**src/rtl/pipeline_ctrl_pkg.sv**
```systemverilog
`default_nettype none
// ============================================================================
//  Module      : pipeline_ctrl_pkg
//  Description : Shared opcode/funct constants, FSM state encodings and
//                scoreboard entry type for the five-stage pipeline controller.
//  Revision    : 1.0 - initial release
// ============================================================================
package pipeline_ctrl_pkg;

    // Opcodes recognised by the hazard classifier
    localparam logic [5:0] c_op_rtype = 6'b000000;
    localparam logic [5:0] c_op_addi  = 6'b001000;
    localparam logic [5:0] c_op_lw    = 6'b100011;
    localparam logic [5:0] c_op_sw    = 6'b101011;
    localparam logic [5:0] c_op_beq   = 6'b000100;
    localparam logic [5:0] c_op_j     = 6'b000010;
    localparam logic [5:0] c_op_halt  = 6'b111111;

    localparam logic [5:0] c_fn_add   = 6'b100000;
    localparam logic [5:0] c_fn_sub   = 6'b100010;

    // FSM state encodings (also visible on ctl_out_state)
    localparam logic [2:0] c_st_rst    = 3'd0;
    localparam logic [2:0] c_st_fill   = 3'd1;
    localparam logic [2:0] c_st_run    = 3'd2;
    localparam logic [2:0] c_st_pause  = 3'd3;
    localparam logic [2:0] c_st_step   = 3'd4;
    localparam logic [2:0] c_st_drain  = 3'd5;
    localparam logic [2:0] c_st_halted = 3'd6;

    localparam logic [31:0] c_nop = 32'b0;

    typedef struct packed {
        logic       valid;
        logic [4:0] dest;
    } sb_entry_t;

    // True when an in-flight entry will write the given source register
    function automatic logic sb_hit(input sb_entry_t e, input logic [4:0] src);
        return e.valid && (e.dest == src);
    endfunction

endpackage
`default_nettype wire

```
**src/rtl/pipeline_decode_regs.sv**
```systemverilog
`default_nettype none
// ============================================================================
//  Module      : pipeline_decode_regs
//  Description : Combinational register-usage classifier for the instruction
//                held in ID: which sources are read, which destination is
//                written, and whether it is the halt opcode.
//  Revision    : 1.0 - initial release
// ============================================================================
module pipeline_decode_regs
    import pipeline_ctrl_pkg::*;
#(
    parameter logic [5:0] HALT_OP = c_op_halt
) (
    input  logic [31:0] i_ir,
    output logic        o_src_rs_used,
    output logic        o_src_rt_used,
    output logic        o_dest_valid,
    output logic [4:0]  o_dest,
    output logic        o_is_halt
);

    logic [5:0] w_op;
    logic [4:0] w_rs;
    logic [4:0] w_rt;
    logic [4:0] w_rd;
    logic [5:0] w_funct;
    logic [4:0] w_dest;
    logic       w_dest_en;
    logic       w_unused_shamt;

    assign w_op           = i_ir[31:26];
    assign w_rs           = i_ir[25:21];
    assign w_rt           = i_ir[20:16];
    assign w_rd           = i_ir[15:11];
    assign w_funct        = i_ir[5:0];
    assign w_unused_shamt = ^{i_ir[10:6], w_rs};

    always_comb begin
        o_src_rs_used = 1'b0;
        o_src_rt_used = 1'b0;
        o_is_halt     = 1'b0;
        w_dest        = 5'd0;
        w_dest_en     = 1'b0;
        // The all-zero word is the pipeline bubble and never touches registers
        if (i_ir != c_nop) begin
            if (w_op == HALT_OP) begin
                o_is_halt = 1'b1;
            end else begin
                case (w_op)
                    c_op_rtype: begin
                        if ((w_funct == c_fn_add) || (w_funct == c_fn_sub)) begin
                            o_src_rs_used = 1'b1;
                            o_src_rt_used = 1'b1;
                            w_dest        = w_rd;
                            w_dest_en     = 1'b1;
                        end
                    end
                    c_op_addi, c_op_lw: begin
                        o_src_rs_used = 1'b1;
                        w_dest        = w_rt;
                        w_dest_en     = 1'b1;
                    end
                    c_op_sw, c_op_beq: begin
                        o_src_rs_used = 1'b1;
                        o_src_rt_used = 1'b1;
                    end
                    c_op_j: begin
                        w_dest_en = 1'b0;
                    end
                    default: begin
                        w_dest_en = 1'b0;
                    end
                endcase
            end
        end
    end

    // $0 is hardwired, so writing it never creates a dependence
    assign o_dest_valid = w_dest_en && (w_dest != 5'd0);
    assign o_dest       = o_dest_valid ? w_dest : 5'd0;

endmodule
`default_nettype wire

```
**src/rtl/pipeline_ctrl.sv**
```systemverilog
`default_nettype none
// ============================================================================
//  Module      : pipeline_ctrl
//  Description : Run/pause/step/halt sequencer and RAW-hazard scoreboard for
//                a five-stage MIPS pipeline without forwarding. Drives the
//                PC, IR_1 and inter-stage register enables, bubble and flush.
//  Revision    : 1.0 - initial release
// ============================================================================
module pipeline_ctrl
    import pipeline_ctrl_pkg::*;
#(
    parameter int         CNT_W   = 16,
    parameter logic [5:0] HALT_OP = c_op_halt
) (
    input  logic             ctl_in_clk,
    input  logic             ctl_in_rst,
    input  logic             ctl_in_run,
    input  logic             ctl_in_step,
    input  logic [31:0]      ctl_in_ir_id,
    input  logic             ctl_in_redirect,
    output logic             ctl_out_pc_en,
    output logic             ctl_out_ifid_en,
    output logic             ctl_out_adv,
    output logic             ctl_out_bubble,
    output logic             ctl_out_flush,
    output logic [2:0]       ctl_out_state,
    output logic [CNT_W-1:0] ctl_out_stall_cnt
);

    localparam logic [CNT_W-1:0] c_cnt_one = {{(CNT_W-1){1'b0}}, 1'b1};
    localparam logic [CNT_W-1:0] c_cnt_max = {CNT_W{1'b1}};

    logic [2:0]       r_state;
    logic [2:0]       w_state_nxt;
    logic             r_step_prev;
    logic [CNT_W-1:0] r_stall_cnt;
    logic [CNT_W-1:0] w_stall_cnt_nxt;

    sb_entry_t        r_sb_ex;
    sb_entry_t        r_sb_mem;
    sb_entry_t        r_sb_wb;
    sb_entry_t        w_sb_ex_nxt;
    sb_entry_t        w_sb_mem_nxt;
    sb_entry_t        w_sb_wb_nxt;

    logic             w_src_rs_used;
    logic             w_src_rt_used;
    logic             w_dest_valid;
    logic [4:0]       w_dest;
    logic             w_is_halt;

    logic [4:0]       w_rs;
    logic [4:0]       w_rt;
    logic             w_rs_hit;
    logic             w_rt_hit;
    logic             w_hazard;
    logic             w_sb_empty;
    logic             w_step_rise;

    logic             w_pc_en;
    logic             w_ifid_en;
    logic             w_adv;
    logic             w_bubble;
    logic             w_flush;
    logic             w_stall;

    pipeline_decode_regs #(
        .HALT_OP (HALT_OP)
    ) u_decode (
        .i_ir          (ctl_in_ir_id),
        .o_src_rs_used (w_src_rs_used),
        .o_src_rt_used (w_src_rt_used),
        .o_dest_valid  (w_dest_valid),
        .o_dest        (w_dest),
        .o_is_halt     (w_is_halt)
    );

    assign w_rs = ctl_in_ir_id[25:21];
    assign w_rt = ctl_in_ir_id[20:16];

    // Register writes land one cycle after WB, so all three entries matter
    assign w_rs_hit = w_src_rs_used && (w_rs != 5'd0) &&
                      (sb_hit(r_sb_ex, w_rs) || sb_hit(r_sb_mem, w_rs) || sb_hit(r_sb_wb, w_rs));
    assign w_rt_hit = w_src_rt_used && (w_rt != 5'd0) &&
                      (sb_hit(r_sb_ex, w_rt) || sb_hit(r_sb_mem, w_rt) || sb_hit(r_sb_wb, w_rt));
    assign w_hazard = w_rs_hit || w_rt_hit;

    assign w_sb_empty  = !(r_sb_ex.valid || r_sb_mem.valid || r_sb_wb.valid);
    assign w_step_rise = ctl_in_step && !r_step_prev;

    always_comb begin
        w_pc_en     = 1'b0;
        w_ifid_en   = 1'b0;
        w_adv       = 1'b0;
        w_bubble    = 1'b0;
        w_flush     = 1'b0;
        w_stall     = 1'b0;
        w_state_nxt = r_state;
        case (r_state)
            c_st_rst: begin
                w_state_nxt = c_st_fill;
            end
            c_st_fill: begin
                w_pc_en     = 1'b1;
                w_state_nxt = ctl_in_run ? c_st_run : c_st_pause;
            end
            c_st_run, c_st_step: begin
                w_adv       = 1'b1;
                w_state_nxt = ((r_state == c_st_step) || !ctl_in_run) ? c_st_pause : c_st_run;
                // Redirect discards the ID instruction, so it outranks halt and hazard
                if (ctl_in_redirect) begin
                    w_pc_en   = 1'b1;
                    w_ifid_en = 1'b1;
                    w_bubble  = 1'b1;
                    w_flush   = 1'b1;
                end else if (w_is_halt) begin
                    w_bubble    = 1'b1;
                    w_state_nxt = c_st_drain;
                end else if (w_hazard) begin
                    w_bubble = 1'b1;
                    w_stall  = 1'b1;
                end else begin
                    w_pc_en   = 1'b1;
                    w_ifid_en = 1'b1;
                end
            end
            c_st_pause: begin
                if (ctl_in_run) begin
                    w_state_nxt = c_st_run;
                end else if (w_step_rise) begin
                    w_state_nxt = c_st_step;
                end
            end
            c_st_drain: begin
                w_adv    = 1'b1;
                w_bubble = 1'b1;
                if (w_sb_empty) begin
                    w_state_nxt = c_st_halted;
                end
            end
            c_st_halted: begin
                w_state_nxt = c_st_halted;
            end
            default: begin
                w_state_nxt = c_st_rst;
            end
        endcase
    end

    always_comb begin
        w_sb_ex_nxt  = r_sb_ex;
        w_sb_mem_nxt = r_sb_mem;
        w_sb_wb_nxt  = r_sb_wb;
        if (w_adv) begin
            w_sb_wb_nxt  = r_sb_mem;
            w_sb_mem_nxt = r_sb_ex;
            if (w_bubble || w_flush || !w_dest_valid) begin
                w_sb_ex_nxt = '0;
            end else begin
                w_sb_ex_nxt.valid = 1'b1;
                w_sb_ex_nxt.dest  = w_dest;
            end
        end
    end

    always_comb begin
        w_stall_cnt_nxt = r_stall_cnt;
        if (w_stall && (r_stall_cnt != c_cnt_max)) begin
            w_stall_cnt_nxt = r_stall_cnt + c_cnt_one;
        end
    end

    always_ff @(posedge ctl_in_clk) begin
        if (ctl_in_rst) begin
            r_state     <= c_st_rst;
            r_step_prev <= 1'b0;
            r_stall_cnt <= '0;
            r_sb_ex     <= '0;
            r_sb_mem    <= '0;
            r_sb_wb     <= '0;
        end else begin
            r_state     <= w_state_nxt;
            r_step_prev <= ctl_in_step;
            r_stall_cnt <= w_stall_cnt_nxt;
            r_sb_ex     <= w_sb_ex_nxt;
            r_sb_mem    <= w_sb_mem_nxt;
            r_sb_wb     <= w_sb_wb_nxt;
        end
    end

    assign ctl_out_pc_en     = w_pc_en;
    assign ctl_out_ifid_en   = w_ifid_en;
    assign ctl_out_adv       = w_adv;
    assign ctl_out_bubble    = w_bubble;
    assign ctl_out_flush     = w_flush;
    assign ctl_out_state     = r_state;
    assign ctl_out_stall_cnt = r_stall_cnt;

endmodule
`default_nettype wire

```
**config.mk**
```make
export PLATFORM = sky130hd
export DESIGN_NAME = pipeline_ctrl
export DESIGN_NICKNAME = d
export VERILOG_FILES = /design/src/rtl/pipeline_ctrl_pkg.sv /design/src/rtl/pipeline_decode_regs.sv /design/src/rtl/pipeline_ctrl.sv
export SDC_FILE = /design/constraint.sdc
export NUM_CORES = 1
export LEC_CHECK = 0
export CORE_UTILIZATION = 44
export DETAILED_ROUTE_END_ITERATION = 7
export GPL_TIMING_DRIVEN = 0
export PLACE_DENSITY = 0.77
export SYNTH_ARGS = -nofsm -noshare
export SYNTH_HDL_FRONTEND = slang
export SYNTH_SLANG_ARGS = --single-unit
```
**constraint.sdc**
```tcl
create_clock -name ctl_in_clk -period 2.51 [get_ports ctl_in_clk]
set_input_delay 0.502 -clock ctl_in_clk [delete_from_list [all_inputs] [get_ports ctl_in_clk]]
set_output_delay 0.502 -clock ctl_in_clk [all_outputs]
set_load 0.05 [all_outputs]
```
### Yosys cells after proc, flatten, opt, wreduce, memory -nomap -nowiden

Cells that the tools add are included.

| word-level totals | value |
|---|---|
| register bits | 38 |
| bits of input ports | 37 |
| logic and storage cells | 112 |

| operators by class | value |
|---|---|
| add/subtract/negate cells | 1 |
| eq/ne operators | 22 |
| multiplexer cells | 41 |
| reduce and logical (&&, ||, !) cells | 39 |

Operator list:

| kind | number |
|---|---|
| $reduce_bool A32 Y1 | 1 |
| $eq A5 B5 Y1 | 6 |
| $eq A6 B6 Y1 const B | 5 |
| $mux W1 | 24 |
| $mux W5 | 4 |
| $pmux W3 S6 | 1 |
| $add A16 B1 Y16 const B | 1 |
| $ne A16 B16 Y1 const B | 1 |
| $mux W3 | 5 |
| $reduce_bool A5 Y1 | 3 |
| $logic_and A1 B1 Y1 | 13 |
| $logic_or A1 B1 Y1 | 11 |
| $pmux W1 S2 | 5 |
| $pmux W5 S2 | 1 |
| $eq A3 B3 Y1 const B | 3 |
| $eq A3 B2 Y1 const B | 2 |
| $eq A6 B3 Y1 const B | 1 |
| $eq A6 B4 Y1 const B | 1 |
| $logic_not A6 Y1 | 1 |
| $mux W6 | 1 |
| $reduce_or A2 Y1 | 3 |
| $reduce_or A4 Y1 | 1 |
| $eq A3 B1 Y1 const B | 1 |
| $logic_not A1 Y1 | 3 |
| other kinds (5) | 5 |

### Logic depth before layout (Yosys ltp)

Gate-level depths: netlist of run 1.

| logic depth | value |
|---|---|
| word-level depth | 16 |
| mapped depth | 10 |
| gate-level depth less buffers | 7 |

### Hierarchy

A second synthesis of run 1 with hierarchy kept.

| second synthesis, totals | value |
|---|---|
| cell total of the unflattened synthesis | 295 |
| area total of the unflattened synthesis | 2439.8 um2 |

Modules (own cells, without submodules):

| module | instances | cells an instance | area an instance (um2) | seq. area each (um2) |
|---|---|---|---|---|
| pipeline_ctrl | 1 | 265 | 2218.4 | 760.7 |
| pipeline_decode_regs | 1 | 30 | 221.5 | 0.0 |

### Worst setup path after synthesis of run 1

Ideal clock, no wire load.

| timing | value |
|---|---|
| kind | register to output |
| start point | register r_state[2], in the netlist ctl_out_state[2] |
| end point | output ctl_out_pc_en |
| arrival time | 2172 ps |
| data required time | 2008 ps |
| setup slack | -164 ps |
| stages on the path, launching flop included | 6 |
| path buffers | 1 |
| cell sequence | dfxtp_1 -> clkbuf_1 -> xor2_1 -> nor2b_1 -> and2_1 -> a211o_1 |

| on the way | value |
|---|---|
| cells in the longest elaborated chain, start to end | 3 |
| elaborated cells between the ends (all ways) | 5 |
| classes of those cells | eq/ne (3); mux (1); reduce/logical (1) |

Ends and longest elaborated chain:

| element | RTL line | RTL |
|---|---|---|
| start: declaration | pipeline_ctrl.sv:33 | `logic [2:0] r_state;` |
| start signal: assignment | pipeline_ctrl.sv:175 | `r_state <= c_st_rst;` |
| start signal: assignment | pipeline_ctrl.sv:182 | `r_state <= w_state_nxt;` |
| $eq A3 B3 Y1 / $eq A3 B2 Y1 (equally long branches) | pipeline_ctrl.sv:99 | `case (r_state)` |
| $reduce_or A2 Y1 | pipeline_ctrl.sv:99 |  |
| $pmux W1 S2 (*) | pipeline_ctrl.sv:99 |  |
| end: declaration | pipeline_ctrl.sv:21 | `output logic ctl_out_pc_en,` |

Every way passes the cells marked *; elsewhere a longest branch is shown, timed or not.

### Final worst setup path of run 1

| timing | value |
|---|---|
| start point | input ctl_in_ir_id[26] |
| end point | output ctl_out_pc_en |

| on the way | value |
|---|---|
| cells in the longest elaborated chain, start to end | 12 |
| elaborated cells between the ends (all ways) | 26 |
| classes of those cells | eq/ne (5); mux (12); reduce/logical (9) |

Ends and longest elaborated chain:

| element | RTL line | RTL |
|---|---|---|
| start: declaration | pipeline_ctrl.sv:19 | `input logic [31:0] ctl_in_ir_id,` |
| $eq A6 B6 Y1 (tied with other cells) | pipeline_decode_regs.sv:49 | `case (w_op)` |
| $reduce_or A4 Y1 (no line) / $reduce_or A2 Y1 (equally long branches) | -- |  |
| $pmux W1 S2 | pipeline_decode_regs.sv:49 |  |
| $mux W1 | pipeline_decode_regs.sv:46 | `if (w_op == HALT_OP) begin` |
| $mux W1 | pipeline_decode_regs.sv:45 | `if (i_ir != c_nop) begin` |
| $logic_and A1 B1 Y1 (on tied branches) (2 in series) | pipeline_ctrl.sv:82, pipeline_ctrl.sv:84 |  |
| $logic_or A1 B1 Y1 | pipeline_ctrl.sv:86 | `assign w_hazard = w_rs_hit \|\| w_rt_hit;` |
| $mux W1 | pipeline_ctrl.sv:119 | `end else if (w_hazard) begin` |
| $mux W1 (*) | pipeline_ctrl.sv:116 | `end else if (w_is_halt) begin` |
| $mux W1 (*) | pipeline_ctrl.sv:111 | `if (ctl_in_redirect) begin` |
| $pmux W1 S2 (*) | pipeline_ctrl.sv:99 |  |

Marks and branches as above.

==> results.toml, run 1 <==
[status]
status = "finished with violations"
violations = "negative setup slack"

[power_and_ir_drop]
switching_power_mw = 0.4615
clkPwrFrac_pct = 33.0
switching_share_pct = 32.43
seq_power_share_pct = 43.4
intPower_mw = 0.9616
p_leak_nw = 1.180
power_density_nw_per_um2 = 429.2
ir_drop_mv = 0.3357
p_comb_share_pct = 23.6

[drt]
ant_nets = 0
drt_first_pass_iters = 4
vias = 2432
viasPerCell = 5.578
routed_wl_mm = 6.727
drt-wirelength-per-cell_um = 15.43
drt_iter0_drc = 135
drc_errors = 0

[final_layout]
drive_above_1_share_pct = 23.58
area_growth_pct = 45.44
postLayoutCoreUtil_pct = 68.39
diodes = 0
finalNonFillerCells = 436
fin_nets = 406

[grt]
top_usage_layer = "met2"
grt_use_total_pct = 24.97
antenna_found_initial = 0
grt_util_met1_pct = 29.04
grt_max_degree = 15
overflow = 0
use_met3_pct = 4.607
grt_pass1_vias = 2283
grt_pass1_wl_mm = 10.41
grt_use_met2_pct = 43.74

[logic_synthesis]
syn_area_per_cell_um2 = 7.599
synth_warnings = 0
synthTopCellsByCount = "44 x nand2_1, 38 x dfxtp_1, 32 x a21oi_1"
yosysSeqAreaShare_pct = 33.37
ys_types = 50
synthesis.nets = 338
ys_seq_elements = 38
synth_edf_count = 0
synth_area_leaders = "dfxtp_1 33%, nand2_1 7.2%, a21oi_1 7.0%"
syn-cell-area_um2 = 2280
synth_most_common_cell = "nand2_1"
yosys.area.top_type_share_pct = 33.37
synth_cells = 300
yosys.area.top_type = "dfxtp_1"
ys_async_sr_fraction_pct = 0
synth_ff_type = "dfxtp_1"

[die]
start_util_pct = 47.02
die-area_um2 = 5473
die_y_um = 73.98
rows = 25
ioPinCount = 61
coreArea_um2 = 4848
chipWidth_um = 73.98

[clock_network]
cts_hold_buf = 0
root_buffer = "clkbuf_8"
cts_buffer_depth = 2
clk_latency_ps = 310
cts_made_buffers = 5
clkSlewWorstSetupHoldPaths_ps = 80
h-tree-depth = 2
cts_tree = "built"
clock_sinks = 38

[sta]
finalClockSkew_ps = 8.600
worst_slack_ps = -202.8
finalSetupTns_ps = -1813
fmax_mhz = 368.6
finalCritPeriodShare_pct = 108.1
setup_viol = 19
rsz0062_at_grt = "yes"
slew_headroom_pct = 61.22
fin_crit_ps = 2713
maxSlewViolCount = 0
tightest_slew_ps = 581.7
hold_viol_final = 0

[critical_path]
startpoint = "ctl_in_ir_id[26]"
cp_common_cell = "buf_8"
cp-start-kind = "input port"
critPathCapture = "ctl_out_pc_en"
arrival_ps = 2210
r2r_cells = 10
crit_type = "in2out"
crit_path_top_delay_cell = "or4_4"
r2r-end = "ctl_out_stall_cnt[8]$_SDFFE_PP0P_"
cp_cell_sequence = "buf_8 > or4_4 > nor3b_2 > o31ai_2 > a31o_1 > o21ai_2 > nor3_2 > a211o_2 > buf_8"
crit_required_ps = 2010
max_stage_delay_ps = 550
r2r_slack_ps = -150
rr_startpoint = "r_sb_wb[1]$_SDFFE_PP0P_"
worstSetupEndpointType = "output port"
cp_max_fo = 4

[job]
cap_violations = 0

[place]
pre_cts_slack_ps = -1230
placed_cells = 417
portBuffers = 50
gp_congestion = 0.8807
dp_hpwl_mm = 4.389

[hold_path]
holdCritPathClass = "reg2reg"
-- final cells by class --
type                    count  area [um^2]
plain buffers              13        91.34
inverters                   7        26.28
multi-input cells         239         1648
clock buffers               6        82.58
repair buffers             64        609.3
well taps                  67        83.83
flip-flops and latches     38        762.0
clock inverters             2        12.51
fillers                   418         1533
-- worst min path at each step --
stage	cells past startpoint	startpoint	slack, ps	endpoint
2_1_floorplan	2	r_sb_wb[5]$_SDFFE_PP0P_	460	r_sb_wb[5]$_SDFFE_PP0P_
3_3_place_gp	2	r_sb_wb[5]$_SDFFE_PP0P_	480	r_sb_wb[5]$_SDFFE_PP0P_
3_5_place_dp	2	r_sb_wb[5]$_SDFFE_PP0P_	490	r_sb_wb[5]$_SDFFE_PP0P_
4_1_cts	2	r_sb_wb[5]$_SDFFE_PP0P_	500	r_sb_wb[5]$_SDFFE_PP0P_
5_1_grt	2	r_sb_wb[5]$_SDFFE_PP0P_	520	r_sb_wb[5]$_SDFFE_PP0P_
6_report	2	r_sb_wb[5]$_SDFFE_PP0P_	500	r_sb_wb[5]$_SDFFE_PP0P_
-- routing by layer --
metal | routed length, um | up-vias
met5 | 0 | -
met4 | 75 | 0
met3 | 381 | 5
met2 | 3387 | 72
met1 | 2882 | 1143
li1 | - | 1212
-- power by group through the flow --
stage	clock (mW)	sequential, mW	combinational (mW)
floorplan	0	0.647	0.174
global placement	0	0.629	0.311
detailed placement	0	0.629	0.315
CTS	0.464	0.615	0.324
global route	0.489	0.618	0.359
finish	0.470	0.617	0.336
-- cell families after synthesis --
| kind of cell | count (synthesis) | share of synthesized area, % |
|---|---|---|
| AND/OR/NAND/NOR | 124 | 27.66 |
| AO/OA/AOI/OAI | 80 | 21.35 |
| flip-flops | 38 | 33.37 |
| XOR/XNOR | 32 | 12.29 |
| buffers and inverters | 23 | 3.897 |
| adder cells (fa/ha/maj) | 2 | 0.9879 |
| multiplexers | 1 | 0.4391 |
-- placed cells by master (no fill, tap or decap), types with 6 or more instances in the layout --
cell             count
nand2_1             43
dfxtp_1             37
clkdlybuf4s50_1     27
a21oi_1             22
nor2_1              19
xor2_1              17
xnor2_1             14
nand3_1             10
buf_4               10
a21oi_2              9
clkbuf_1             8
o21ai_1              8
dlygate4sd2_1        8
o21ai_2              7
clkbuf_2             6
inv_1                6
buf_8                6
or3_4                6
a22oi_1              6
clkbuf_8             6
-- what timing repair did --
action,4_1_cts,5_1_grt
setup endpoints to repair,27,22
gates cloned,3,0
buffers inserted,6,5
resized for setup,99,53
pin swaps,41,17
-- state kept, by name, summed over array words and instances, names as in the netlist --
| name | cells |
|---|---|
| r_step_prev | 1 |
| r_sb_ex | 6 |
| ctl_out_state | 3 |
| r_sb_wb | 6 |
| r_sb_mem | 6 |
| ctl_out_stall_cnt | 16 |
-- worst max-delay path, delay by kind of cell --
family / cells / cell delay (ps)
buffers and inverters: 2 / 250
AOI/OAI and AO/OA: 4 / 650
and+or+nand+nor: 3 / 810
-- stage by stage --
step / hold WS [ps] / cell area (um^2) / total power [mW]
floorplan: 455.4 / 2283 / 0.8212
global placement: 480.6 / 2868 / 0.9402
detailed placement: 485.6 / 2868 / 0.9444
CTS: 496.1 / 3151 / 1.404
global route: 523.1 / 3316 / 1.466
finish: 498.7 / 3316 / 1.423
Power figures use the tool's default switching activity.
==> run 2: changes to the inputs <==
--- a/config.mk
+++ b/config.mk
@@ -9,6 +9,7 @@
 export DETAILED_ROUTE_END_ITERATION = 7
 export GPL_TIMING_DRIVEN = 0
 export PLACE_DENSITY = 0.77
+export SKIP_CTS_REPAIR_TIMING = 1
 export SYNTH_ARGS = -nofsm -noshare
 export SYNTH_HDL_FRONTEND = slang
 export SYNTH_SLANG_ARGS = --single-unit
==> run 2 against run 1 <==
  * The run still ends with negative setup slack left
  * Sequential power barely moved
  * First-iteration DRC count rose by 2.2%
  * Cell area fell by 4.9%
  * Clock power fell by 2%
  * Sequential share of layout area rose by 1.2 points
  * Power fell by 1.0%
  * Critical path depth did not move
  * Final cell count fell by 1.4%
  * Die area did not move
  * Setup slack got worse by 5.4 ps
  * Clock skew rose by 0.61 ps
  * Fmax fell by 0.20%
  * Critical path type unchanged
  * Critical endpoint unchanged
==> results.toml, run 2 (synthesis gave the netlist of run 1 again) <==
[status]
status = "finished with violations"
violations = "negative setup slack"

[final_layout]
multi_input_area_um2 = 1525
final_cell_area_um2 = 3153
nFillCells = 440
drive_above_1_share_pct = 13.50
finalNonFillerCells = 430
diodes = 0
area_growth_pct = 38.31
regArea_um2 = 762.0
fin_nets = 400
mostFrequentLayoutCells = "44 x nand2_1, 37 x dfxtp_1, 28 x a21oi_1"
postLayoutCoreUtil_pct = 65.03
largest_reg_flops = 16
final_common_cell = "nand2_1"

[sta]
fmax_mhz = 367.9
tightest_slew_ps = 584.7
worst_slack_ps = -208.2
hold_viol_final = 0
setup_viol = 10
hold_ws_ps = 502.4
finalSetupTns_ps = -614.0
maxSlewViolCount = 0
fin_crit_ps = 2718
finalCritPeriodShare_pct = 108.3
slew_headroom_pct = 61.02
rsz0062_at_grt = "yes"
finalClockSkew_ps = 9.210

[critical_path]
crit_type = "in2out"
worstSetupEndpointType = "output port"
max_stage_delay_ps = 550
rr_startpoint = "r_sb_ex[1]$_SDFFE_PP0P_"
cp_top_family = "simple AND/OR/NAND/NOR gates"
crit_path_top_delay_cell = "or4_4"
cp_common_cell = "buf_8"
cp_cell_sequence = "buf_8 > or4_4 > nor3b_2 > o31ai_1 > a31o_1 > o21ai_2 > nor3_2 > a211o_2 > buf_8"
crit_buf_inv = 2
cp-start-kind = "input port"
arrival_ps = 2220
r2r_slack_ps = 40
cp_max_fo = 4
crit_required_ps = 2010
r2r_cells = 9
r2r-end = "ctl_out_stall_cnt[8]$_SDFFE_PP0P_"

[hold_path]
hold_depth = 2
holdCritPathClass = "reg2reg"
holdPathEnd = "r_sb_wb[5]$_SDFFE_PP0P_"
hp-start = "r_sb_wb[5]$_SDFFE_PP0P_"

[place]
portBuffers = 50
gp_congestion = 0.8807
placed_cells = 417
pre_cts_slack_ps = -1230
dp_hpwl_mm = 4.389
post_dp_cell_area_um2 = 2868

[drt]
drt_iter0_drc = 138
drt-wirelength-per-cell_um = 14.41
vias = 2368
viasPerCell = 5.507
drc_errors = 0
drt_first_pass_iters = 4
ant_nets = 0
routed_wl_mm = 6.196

[power_and_ir_drop]
p_comb_share_pct = 23.6
intPower_mw = 0.9604
total_power_mw = 1.409
seq_power_share_pct = 43.7
switching_power_mw = 0.4483
power_density_nw_per_um2 = 446.8
ir_drop_mv = 0.3264
switching_share_pct = 31.82
p_leak_nw = 1.213
clkPwrFrac_pct = 32.7

[clock_network]
root_buffer = "clkbuf_8"
clk_latency_ps = 300
clkSlewWorstSetupHoldPaths_ps = 80
cts_made_buffers = 5
clock_sinks = 38
h-tree-depth = 2
cts_buffer_depth = 2
cts_tree = "built"

[job]
cap_violations = 0

[die]
die_y_um = 73.98
start_util_pct = 47.02
coreArea_um2 = 4848
die-area_um2 = 5473
ioPinCount = 61
chipWidth_um = 73.98
rows = 25

[grt]
antenna_found_initial = 0
grt_use_total_pct = 23.02
overflow = 0
grt_pass1_vias = 2135
grt_pass1_wl_mm = 9.632
grt_max_degree = 13
==> run 2: cell types whose count changed in the layout (fill, tap and decap cells not counted), moves of 5 or more <==
cell / delta
o21ai_2: -5
dlygate4sd2_1: -8
dlymetal6s2s_1: +14
a21oi_1: +6
o21ai_1: +5
a21oi_2: -5
or3_4: -6
or3_1: +6
==> run 2: area by class of cell <==
class,count,share of cell area [%]
sequential,38,24.17
inverter,7,0.8333
clock buffer,6,2.619
multi-input combinational,239,48.37
timing repair buffer,56,18.33
buffer,15,2.619
clock inverter,2,0.3968
tap,67,2.659
==> run 2: worst max path at each step <==
stage                          start       endpoint  slack [ps]  cells after the start
floorplan           ctl_in_ir_id[26]  ctl_out_pc_en         -20                      7
global placement    ctl_in_ir_id[26]  ctl_out_pc_en       -1250                     10
detailed placement  ctl_in_ir_id[26]  ctl_out_pc_en       -1230                     10
CTS                 ctl_in_ir_id[26]  ctl_out_pc_en       -1250                     10
global route         ctl_in_ir_id[3]  ctl_out_pc_en        -260                     10
finish              ctl_in_ir_id[30]  ctl_out_pc_en        -210                      9
==> run 2: power by group through the flow <==
stage	registers, mW	logic, mW	clock network [mW]
after floorplan	0.647	0.174	0
after global placement	0.629	0.311	0
after detailed placement	0.629	0.315	0
after CTS	0.615	0.316	0.464
after global routing	0.616	0.355	0.490
final	0.615	0.332	0.461
==> run 2: worst reg2reg max path: cells and delay by family (launching register included) <==
family                 cells  cell delay (ps)
AO/OA/AOI/OAI              3              730
XOR/XNOR                   1              190
buffers and inverters      2              300
flip-flops                 1              370
AND/OR/NAND/NOR            3              820
==> run 2: metal layers <==
layer	vias to the layer above	global-route usage [%]	routed length (um)
met1	1096	28.34	2815
li1	1196	-	-
met2	71	38.99	2971
met5	-	0	0
met4	0	10.47	70
met3	5	4.336	339
